==> config.mk <==
export PLATFORM = sky130hd
export DESIGN_NAME = cmd_framer
export DESIGN_NICKNAME = d
export VERILOG_FILES = /design/src/rtl/gfx_cmd_pkg.sv /design/src/rtl/sync_fifo.sv /design/src/rtl/cmd_framer.sv
export SDC_FILE = /design/constraint.sdc
export NUM_CORES = 1
export LEC_CHECK = 0
export ABC_AREA = 1
export CAP_MARGIN = 20
export CORE_MARGIN = 5
export CORE_UTILIZATION = 45
export CTS_CLUSTER_DIAMETER = 200
export DETAILED_ROUTE_END_ITERATION = 6
export PLACE_DENSITY = 0.65
export SYNTH_ARGS = -nofsm -noshare
export SYNTH_HDL_FRONTEND = slang
export SYNTH_HIERARCHICAL = 1
export SYNTH_SLANG_ARGS = --single-unit
==> constraint.sdc <==
create_clock -name clk -period 2.7 [get_ports clk]
set_input_delay 0.675 -clock clk [delete_from_list [all_inputs] [get_ports clk]]
set_output_delay 0.675 -clock clk [all_outputs]
set_load 0.02 [all_outputs]
==> src/rtl/gfx_cmd_pkg.sv <==
// Shared opcode constants, packet lengths and state encodings for the
// graphics command path.
package gfx_cmd_pkg;

  localparam logic [7:0] OPC_POINT = 8'd80;
  localparam logic [7:0] OPC_LINE  = 8'd76;

  // Packet lengths include the opcode byte itself.
  localparam logic [3:0] LEN_POINT = 4'd4;
  localparam logic [3:0] LEN_LINE  = 4'd8;

  typedef enum logic {
    P_HEAD,
    P_BODY
  } parser_state_e;

  typedef enum logic {
    O_IDLE,
    O_SEND
  } out_state_e;

  // Total packet length for an opcode; 0 marks a byte that is not an opcode.
  function automatic logic [3:0] pkt_len(input logic [7:0] op);
    logic [3:0] len;
    case (op)
      OPC_POINT: len = LEN_POINT;
      OPC_LINE:  len = LEN_LINE;
      default:   len = 4'd0;
    endcase
    return len;
  endfunction

endpackage

==> src/rtl/sync_fifo.sv <==
// Single-clock FIFO with a combinational head. A push while full is taken
// only when a pop happens in the same cycle, which frees the slot.
module sync_fifo #(
  parameter int W     = 8,
  parameter int DEPTH = 16
) (
  input  logic         clk,
  input  logic         rst_n,
  input  logic         push,
  input  logic [W-1:0] push_data,
  input  logic         pop,
  output logic [W-1:0] head,
  output logic         full,
  output logic         empty
);

  localparam int AW = $clog2(DEPTH);

  logic [AW:0]  wr_ptr_q, wr_ptr_d;
  logic [AW:0]  rd_ptr_q, rd_ptr_d;
  logic [W-1:0] mem_q [DEPTH];
  logic         push_ok;
  logic         pop_ok;

  assign empty   = (wr_ptr_q == rd_ptr_q);
  assign full    = (wr_ptr_q[AW] != rd_ptr_q[AW]) &&
                   (wr_ptr_q[AW-1:0] == rd_ptr_q[AW-1:0]);
  assign pop_ok  = pop & ~empty;
  assign push_ok = push & (~full | pop_ok);
  assign head    = mem_q[rd_ptr_q[AW-1:0]];

  // Pointer advance for accepted pushes and pops.
  always_comb begin
    wr_ptr_d = wr_ptr_q;
    rd_ptr_d = rd_ptr_q;
    if (push_ok) wr_ptr_d = wr_ptr_q + (AW+1)'(1);
    if (pop_ok)  rd_ptr_d = rd_ptr_q + (AW+1)'(1);
  end

  // Pointer registers; reset empties the FIFO.
  always_ff @(posedge clk or negedge rst_n) begin
    if (!rst_n) begin
      wr_ptr_q <= '0;
      rd_ptr_q <= '0;
    end else begin
      wr_ptr_q <= wr_ptr_d;
      rd_ptr_q <= rd_ptr_d;
    end
  end

  // Storage array; contents need no reset because the pointers gate them.
  always_ff @(posedge clk) begin
    if (push_ok) mem_q[wr_ptr_q[AW-1:0]] <= push_data;
  end

endmodule

==> src/rtl/cmd_framer.sv <==
// Frames a raw host byte stream into Point/Line packets, drops unknown
// opcodes, and forwards only complete packets so the CCU sees each packet
// as an uninterrupted burst.
module cmd_framer
  import gfx_cmd_pkg::*;
#(
  parameter int DEPTH = 16,
  parameter int ERRW  = 8
) (
  input  logic            clk,
  input  logic            rst_n,
  input  logic [7:0]      in_data,
  input  logic            in_valid,
  output logic            in_ready,
  output logic [7:0]      out_cmd,
  output logic            out_valid,
  input  logic            out_ready,
  output logic            out_last,
  output logic            busy,
  output logic [ERRW-1:0] err_cnt
);

  localparam int PCW = $clog2(DEPTH / 4) + 1;

  if ((DEPTH < 8) || ((DEPTH & (DEPTH - 1)) != 0)) begin : g_bad_depth
    $error("cmd_framer: DEPTH must be a power of two and at least 8");
  end

  parser_state_e  parser_q, parser_d;
  out_state_e     ostate_q, ostate_d;
  logic [2:0]     remain_q, remain_d;
  logic [3:0]     orem_q, orem_d;
  logic [3:0]     orem_eff;
  logic [PCW-1:0] pkt_cnt_q, pkt_cnt_d;
  logic [ERRW-1:0] err_q, err_d;

  logic [7:0] fifo_head;
  logic       fifo_full;
  logic       fifo_empty;
  logic [3:0] in_len;
  logic       would_write;
  logic       accept;
  logic       push;
  logic       pop;
  logic       pkt_inc;
  logic       pkt_dec;

  sync_fifo #(
    .W     (8),
    .DEPTH (DEPTH)
  ) u_fifo (
    .clk       (clk),
    .rst_n     (rst_n),
    .push      (push),
    .push_data (in_data),
    .pop       (pop),
    .head      (fifo_head),
    .full      (fifo_full),
    .empty     (fifo_empty)
  );

  // Garbage in P_HEAD is never stored, so it is consumed even when full.
  // A stored byte may still enter a full FIFO when a pop frees a slot.
  assign in_len      = pkt_len(in_data);
  assign would_write = (parser_q == P_BODY) || (in_len != 4'd0);
  assign pop         = (ostate_q == O_SEND) && out_ready;
  assign in_ready    = ~(fifo_full & ~pop & would_write);
  assign accept      = in_valid & in_ready;
  assign push        = accept & would_write;
  assign busy        = ~fifo_empty | (parser_q == P_BODY);
  assign err_cnt     = err_q;

  // Input parser: recognise opcodes, count body bytes, flag packet completion.
  always_comb begin
    parser_d = parser_q;
    remain_d = remain_q;
    err_d    = err_q;
    pkt_inc  = 1'b0;
    if (accept) begin
      case (parser_q)
        P_HEAD: begin
          if (in_len != 4'd0) begin
            parser_d = P_BODY;
            remain_d = 3'(in_len - 4'd1);
          end else if (err_q != '1) begin
            err_d = err_q + ERRW'(1);
          end
        end
        P_BODY: begin
          remain_d = remain_q - 3'd1;
          if (remain_q == 3'd1) begin
            pkt_inc  = 1'b1;
            parser_d = P_HEAD;
          end
        end
        default: parser_d = P_HEAD;
      endcase
    end
  end

  // Output FSM: stream whole packets; orem of 0 in O_SEND means the head is
  // a fresh opcode whose length is read directly off the FIFO head.
  always_comb begin
    ostate_d  = ostate_q;
    orem_d    = orem_q;
    pkt_dec   = 1'b0;
    out_valid = 1'b0;
    out_last  = 1'b0;
    out_cmd   = 8'd0;
    orem_eff  = (orem_q == 4'd0) ? pkt_len(fifo_head) : orem_q;
    case (ostate_q)
      O_IDLE: begin
        if (pkt_cnt_q != '0) begin
          ostate_d = O_SEND;
          orem_d   = pkt_len(fifo_head);
        end
      end
      O_SEND: begin
        out_valid = 1'b1;
        out_cmd   = fifo_head;
        out_last  = (orem_eff == 4'd1);
        if (out_ready) begin
          if (orem_eff == 4'd1) begin
            pkt_dec = 1'b1;
            orem_d  = 4'd0;
          end else begin
            orem_d  = orem_eff - 4'd1;
          end
        end
      end
      default: ostate_d = O_IDLE;
    endcase
    pkt_cnt_d = pkt_cnt_q;
    if (pkt_inc && !pkt_dec)      pkt_cnt_d = pkt_cnt_q + PCW'(1);
    else if (!pkt_inc && pkt_dec) pkt_cnt_d = pkt_cnt_q - PCW'(1);
    if (pkt_dec && (pkt_cnt_d == '0)) ostate_d = O_IDLE;
  end

  // State registers; reset discards any partial or buffered packet.
  always_ff @(posedge clk or negedge rst_n) begin
    if (!rst_n) begin
      parser_q  <= P_HEAD;
      ostate_q  <= O_IDLE;
      remain_q  <= '0;
      orem_q    <= '0;
      pkt_cnt_q <= '0;
      err_q     <= '0;
    end else begin
      parser_q  <= parser_d;
      ostate_q  <= ostate_d;
      remain_q  <= remain_d;
      orem_q    <= orem_d;
      pkt_cnt_q <= pkt_cnt_d;
      err_q     <= err_d;
    end
  end

endmodule
* After elaboration in Yosys (flattened, before gate mapping)
Memory sizes are Yosys's and may differ from the RTL's. Index checks and enable logic that the tools add are counted.
Storage, ports and cells: flip-flop bits (word level) 30, bits in latches 0, memory bits (writable) 128, bits in read-only memories 0, input bits 12, output and inout bits 20, logic and storage cells 88, memories kept 1
Memories:
- u_fifo.mem_q | words 16, bits a word 8, read ports 1, clocked after Yosys merged registers in 0, write ports 1, line sync_fifo.sv:21 | logic [W-1:0] mem_q [DEPTH];
Cells by class: add/subtract/negate cells 8, $mul 0, divide/modulo/power cells 0, order comparisons 0, equal/unequal tests 13, shift operators 0, multiplexer cells 28, bitwise operators 15, reduce and logical (&&, ||, !) cells 15
Operators by type and width (number):
- equality test 8 x 7 -> 1 bit, second input constant | 4
- case mux 4 bit (2 select lines) | 3
- 2-to-1 mux 4 bit | 4
- 2-to-1 mux 1 bit | 15
- adder 5 x 1 -> 5 bit, second input constant | 2
- 2-to-1 mux 3 bit | 3
- subtractor 3 x 1 -> 3 bit, second input constant | 3
- adder 8 x 1 -> 8 bit, second input constant | 1
- 2-to-1 mux 8 bit | 1
- inequality test 8 bit, second input constant | 1
- NOT 1 bit | 7
- AND 1 bit | 6
- inequality test 2 bit, second input constant | 3
- case mux 3 bit (2 select lines) | 1
- equality test 5 bit | 1
- logical AND 1 bit | 5
- equality test 4 x 1 -> 1 bit, second input constant | 1
- equality test 4 bit | 1
- zero test 4 bit | 1
- AND reduction 2 bit | 2
- AND reduction 4 bit | 1
- nonzero test 4 bit | 1
- subtractor 4 x 1 -> 4 bit, second input constant | 1
- adder 3 x 1 -> 3 bit, second input constant | 1
- other kinds (8) | 10

* Logic depth before layout (Yosys ltp)
Gate-level depths: netlist of the first run.
depth in word-level cells 15, mapped depth 22, mapped depth without buffers 21

* Hierarchy
The synthesis of the first run kept the hierarchy.
By module, submodules not included:
- sync_fifo | instances 1, cells each 512, area an instance 5851.9 µm², sequential area each 4093.9 µm²
- cmd_framer | instances 1, cells each 199, area an instance 1534.0 µm², sequential area each 500.5 µm²

* Least setup slack after synthesis of the first run
No wires, ideal clock.
kind register to output, start register u_fifo.rd_ptr_q[0], end output out_last, arrival time 2081 ps, setup slack -56 ps, cell stages (with the launch flop) 14, path buffers 2, cells stage by stage dfrtp_1 inv_1 buf_2 clkbuf_1 o21ai_0 o211ai_1 nand3_1 nand2_1 inv_2 nand2_1 nor2_4 nand3_2 nand2_2 nor3_1
Between the ends: longest elaborated chain between the ends 6, elaborated cells on any way between the ends 7
RTL lines:
- from (decl) | line sync_fifo.sv:20 | logic [AW:0] rd_ptr_q, rd_ptr_d;
- from (signal assigned) | line sync_fifo.sv:47 | rd_ptr_q <= rd_ptr_d;
- memory (16 x 8 bit) (*)
- net fifo_head[1] | line cmd_framer.sv:37 | logic [7:0] fifo_head;
- equality test 8 x 7 -> 1 bit | line gfx_cmd_pkg.sv:25 | case (op)
- case mux 4 bit (2 select lines) (*) | line gfx_cmd_pkg.sv:25
- 2-to-1 mux 4 bit (*) | line cmd_framer.sv:110 | orem_eff = (orem_q == 4'd0) ? pkt_len(fifo_head) : orem_q;
- equality test 4 x 1 -> 1 bit (*) | line cmd_framer.sv:121 | out_last = (orem_eff == 4'd1);
- 2-to-1 mux 1 bit (*) | line cmd_framer.sv:111 | case (ostate_q)
- to (decl) | line cmd_framer.sv:18 | output logic out_last,
Mark *: on every way through the listed nets, which the timed path passes. The rest lies on a longest branch.

* Worst setup path after layout of the first run
Same ends and word-level chain as after synthesis.

==> metrics.txt, run 1 <==
cts bufs inserted 17; Initial Utilization 46.16%; GRT Util Overall 20.00%; largest net degree at the start of global routing 34; Die Ht 138.1 um; Ant. Diodes 0; R2R Path Start u_fifo/rd_ptr_q[0]; grt ovf 0; Synth Net Count 736; Worst Path Buf+Inv 4; cell mode on critical path nand2_2; failing checks setup timing; Clock Path Buffers 2; H-tree Lvls 4; Async S/R FF share, synth 18.99%; synth warn 6; synthesized area 7386 um2; die outline width 138.1 um; root buffer cell clkbuf_16; Synth top area share 52.04%; Synth area leader edfxtp_1; hold path startpoint err_cnt[4]; commonest cells in the netlist 128 x edfxtp_1, 123 x nand2_1, 122 x nor2_1; Setup crit start kind register; dpl hpwl 11810 um; placer congestion estimate 0.8428; Final ANT Viol Nets 0; static leakage 3.814 nW; Max-Cap Viols 0; CTS tree yes; CP Class register to output port; first drt pass iteration count 5; Tcrit/Tclk final 117.6%; vias in the first global route 5446; RSZ-0062 raised after global routing true; reg2reg end ostate_q; worst r2r path cells 18; placed inst area 8452 um2; top-count cell post-synth edfxtp_1; fin area 9467 um2; critical path peak fanout 8; initial antenna violation count 0; vias 5447; slowest CP cell dfrtp_2; Nets 854; Core ar. 16000 um2; number of synthesized register bits 158; EDFF count, synth 128; Distinct cells, synth 37; Crit. End Element output port; # port buffers 31; Routed WL per cell 18.06 um; CTS Hold Bufs 0; maximum vdd drop 0.6864 mV; HP Class register to register; delay of the slowest cell on the worst path 450 ps; global-route wire length before repair 29860 um; worst hold stages 1; Area contributors post-synth edfxtp_1 52%, dfrtp_1 10%, nand2_1 6.3%, nor2_1 6.2%, o21ai_0 5.0%; Syn Area/Cell 10.39 um2; Iteration-0 DRC Markers 503; sequential element share of the synthesized area 62.21%; synthesis-to-finish area growth 28.17%; PwrDens 1103 nW/um2; Period minus WS final 3175 ps; layout cell share with drive strength beyond 1 28.98%; CP arrival 2500 ps; IO Pins 32; Post-Synthesis Cells 711; placed insts 1008; Worst Tran Pin Value 426.0 ps; clk sinks 158; Layout Skew 4.450 ps; Top delay family on crit path simple AND/OR/NAND/NOR gates; total routed wirelength 19110 um; Relative slew margins 71.60%; required time worst endpoint 2030 ps; Max Slew Vio Count 0; DRC errors left 0; final core utilization 59.16%; final setup vio count 10; row count 46; hold_ws 503.3 ps; Post-synth top flop edfxtp_1; R2R setup slack 30 ps; setup TNS -1482 ps; Die ar. 19080 um2; final hold vios 0; Worst-path clk slew 60 ps; critical path cell sequence buf_12, buf_16, o21ai_0, o211ai_1, nand3_1, nand2_2, inv_2, nand2_2, nor2_4, nand3_2, nand2_2, nor3_2, buf_4; drt via density 5.148; slack of the critical path -475.5 ps; post-route insts no fill 1058; outcome finished with violations; f_max 314.9 MHz; clock latency on the worst-skew pair 430 ps; dpl ws -481.1 ps; total power 10.44 mW; Worst Hold Endpoint err_cnt[4]
## layout make-up
class / instances / area, um2
sequential: 158 / 4597
tap: 216 / 270.3
multi-input combinational: 457 / 2561
clock buffer: 17 / 425.4
clock inverter: 15 / 162.7
timing repair buffer: 125 / 1182
inverter: 70 / 267.8
fill: 1337 / 6534
## cells by family (layout without fill, tap and decap cells)
kind of cell	after synthesis	count (layout)	synth area share [%]
DFF	158	158	62.21
muxes	1	1	0.1525
buffers and inverters	97	227	5.404
adders and majority gates	13	13	2.202
AOI/OAI and AO/OA	117	117	8.894
xor gates and xnor gates	16	16	1.897
and+or+nand+nor	309	310	19.24
## worst register-to-register path, stage by stage (launching register included)
cell,delay (ps)
dfrtp_2,450
buf_12,170
buf_16,140
o21ai_0,90
o211ai_1,240
nand3_1,180
nand2_2,130
inv_2,50
nand2_2,90
nor2_4,50
nand3_2,70
nand2_2,70
buf_4,150
nor3_4,210
nand2_4,110
nand2_1,70
nand2_1,60
a21oi_2,160
a21oi_2,70
## metal layers
layer  vias up  GRT usage [%]  routed length (um)
met4         0          7.488                 358
met2       160          32.97                9511
met3        37          4.586                1205
li1       2624              -                   -
met1      2626          25.94                8033
met5         -              0                   0
## worst max-delay path by stage
stage	start	to	cells past startpoint
finish	u_fifo/rd_ptr_q[0]	out_last	13
global route	u_fifo/rd_ptr_q[0]	out_last	17
CTS	u_fifo/rd_ptr_q[0]	out_last	16
detailed placement	u_fifo/rd_ptr_q[0]	out_last	14
global placement	u_fifo/rd_ptr_q[0]	out_last	14
floorplan	u_fifo/rd_ptr_q[0]	out_last	13
## placed cells by master (no fill, tap or decap), types with 17 or more instances in the layout
cell             count
inv_2               19
dfrtp_1             28
clkdlybuf4s50_1     19
buf_4               85
o21ai_1             34
edfxtp_1           128
inv_1               48
clkbuf_16           17
nor2_1             111
o211ai_1            17
nand2_1            102
nand2_2             30
nand3_1             20
o21ai_0             40
## sequential cells by signal (all words and copies together), names as in the netlist
name	flops
err_cnt	8
orem_q	4
ostate_q	1
parser_q	1
pkt_cnt_q	3
remain_q	3
u_fifo/mem_q	128
u_fifo/rd_ptr_q	5
u_fifo/wr_ptr_q	5
## repair_timing
action / in CTS / in global routing
gates resized for setup: 126 / 45
buffers inserted: 5 / 10
setup endpoints to repair: 28 / 87
gates cloned: 5 / 1
pin swaps: 13 / 30
endpoints found under the hold margin: 0 / 0
## where the power goes
group	leakage [nW]	switching [mW]	internal, mW	total, mW
clock network	0.281	1.00	1.37	2.38
logic	2.03	2.85	2.18	5.03
registers	1.51	0.213	2.83	3.04
(Power assumes the default switching activity.)
==> inputs of run 2 (changes only) <==
Settings changed: SKIP_CTS_REPAIR_TIMING from default to 1.
==> metrics.txt, run 2 (synthesis results as in run 1) <==
outcome finished with violations; failing checks setup timing; Tcrit/Tclk final 120.7% (+3.1 points); Core ar. 16000 um2 (unchanged); final hold vios 0 (unchanged); grt ovf 0 (unchanged); required time worst endpoint 2030 ps (about the same); cell mode on critical path nand2_2; total routed wirelength 19700 um (+3.1%); Die ar. 19080 um2 (unchanged); CP arrival 2580 ps (+80 ps); Die Ht 138.1 um (unchanged); Relative slew margins 71.60% (about the same); maximum vdd drop 0.6494 mV (-5.4%); slowest CP cell dfrtp_2; leading cell types in the layout, fill and taps excluded 128 x edfxtp_1, 115 x nor2_1, 101 x nand2_1; commonest non-fill, non-tap cell in the layout edfxtp_1; fin area 9504 um2 (+0.40%); fill cell count 1330 (-0.52%); clk sinks 158 (unchanged); number of flip-flops in the largest register 128 (unchanged); synthesis-to-finish area growth 28.68%; delay of the slowest cell on the worst path 420 ps (-30 ps); HP Class register to register; Top delay family on crit path buffers and inverters; # port buffers 31 (unchanged); placer congestion estimate 0.8428 (unchanged); f_max 306.8 MHz (-2.6%); CTS tree yes; initial antenna violation count 0 (unchanged); Nets 858 (+0.47%); Worst-path clk slew 60 ps (about the same); DRC errors left 0 (unchanged); multi-input logic area 2571 um2 (+0.39%); row count 46 (unchanged); dpl hpwl 11810 um (unchanged); Clock Path Buffers 2 (unchanged); drt via density 5.304 (+3.0%); vias 5633 (+3.4%); vias in the first global route 5227 (-4.0%); largest net degree at the start of global routing 66 (+94%); routed length on met3 1459 um (+21%); RSZ-0062 raised after global routing true; Iteration-0 DRC Markers 540 (+7.4%); register area 4597 um2 (unchanged); PwrDens 1107 nW/um2 (+0.36%); cts bufs inserted 17 (unchanged); setup TNS -2439 ps (-956.7 ps); Final ANT Viol Nets 0 (unchanged); top sig layer met4; placed inst area 8452 um2 (unchanged); Layout Skew 8.773 ps (+4.323 ps); Period minus WS final 3259 ps (+83.80 ps); DRT met1 WL 8131 um (+1.2%); Routed WL per cell 18.55 um (+2.7%); final setup vio count 16 (+6); Ant. Diodes 0 (unchanged); clock latency on the worst-skew pair 430 ps (about the same); Max-Cap Viols 0 (unchanged); GRT Util Overall 18.72% (-1.3 points); Crit. End Element output port; critical path peak fanout 7 (-1); IO Pins 32 (unchanged); static leakage 3.821 nW (+0.17%); Max Slew Vio Count 0 (unchanged); die outline width 138.1 um (unchanged); global-route wire length before repair 28100 um (-5.9%); Setup crit start kind register; Worst Tran Pin Value 426.0 ps (-0.05257 ps); H-tree Lvls 4 (unchanged); first drt pass iteration count 5 (unchanged); Initial Utilization 46.16% (unchanged); layout cell share with drive strength beyond 1 30.14% (+1.2 points); total power 10.52 mW (+0.75%); met2 wire length 9791 um (+2.9%); Worst Path Buf+Inv 6 (+2); CP Class register to output port; root buffer cell clkbuf_16; slack of the critical path -559.3 ps (-83.79 ps); critical path cell sequence clkinvlp_4, buf_12, buf_12, buf_4, o21ai_2, o211ai_1, nand3_1, nand2_2, inv_1, nand2_2, nor2_4, nand3_2, nand2_2, nor3_2, buf_4
## run 2: worst reg2reg max path, delay by kind of cell (launching register included)
kind,cells,cell delay (ps)
compound gates,4,460
flops,1,420
buf+inv,6,830
simple gates,10,980
## run 2: area by class of cell
class | instances | share of cell area [%]
clock inverter | 15 | 1.711
sequential | 158 | 48.37
tap | 216 | 2.844
multi-input combinational | 458 | 27.05
inverter | 70 | 2.830
clock buffer | 17 | 4.476
timing repair buffer | 128 | 12.72
## run 2: per-stage QoR
stage	std cells	setup slack, ps	utilization (%)	hold WS, ps
6_report	1062	-559.3	59.40	503.3
5_1_grt	1062	-672.0	59.40	531.4
4_1_cts	1040	-986.9	56.50	503.1
3_5_place_dp	1008	-481.1	52.82	489.9
3_3_place_gp	1008	-483.5	52.82	484.4
2_1_floorplan	711	108.9	-	379.4
## run 2: worst paths after layout
path,to,start,slack (ps),cells past startpoint
worst max-delay path,out_last,u_fifo/rd_ptr_q[0],-560,15
worst min register to register,err_cnt[4],err_cnt[4],500,1
min in group asynchronous,orem_q[1],rst_n,650,2
worst min-delay path,err_cnt[4],err_cnt[4],500,1
max in group asynchronous,u_fifo/rd_ptr_q[1],rst_n,1720,2
worst max register to register,ostate_q,u_fifo/rd_ptr_q[0],-90,20
## run 2: per-layer routing
layer  GRT usage, %  vias to the layer above
li1               -                     2635
met4          5.980                        0
met2          31.55                      231
met5              0                        -
met1          24.48                     2736
met3          3.724                       31
## run 2: power by group
group	internal (mW)	leakage (nW)	switching [mW]
registers	2.83	1.51	0.208
logic	2.22	2.03	2.89
clock network	1.37	0.281	1.00
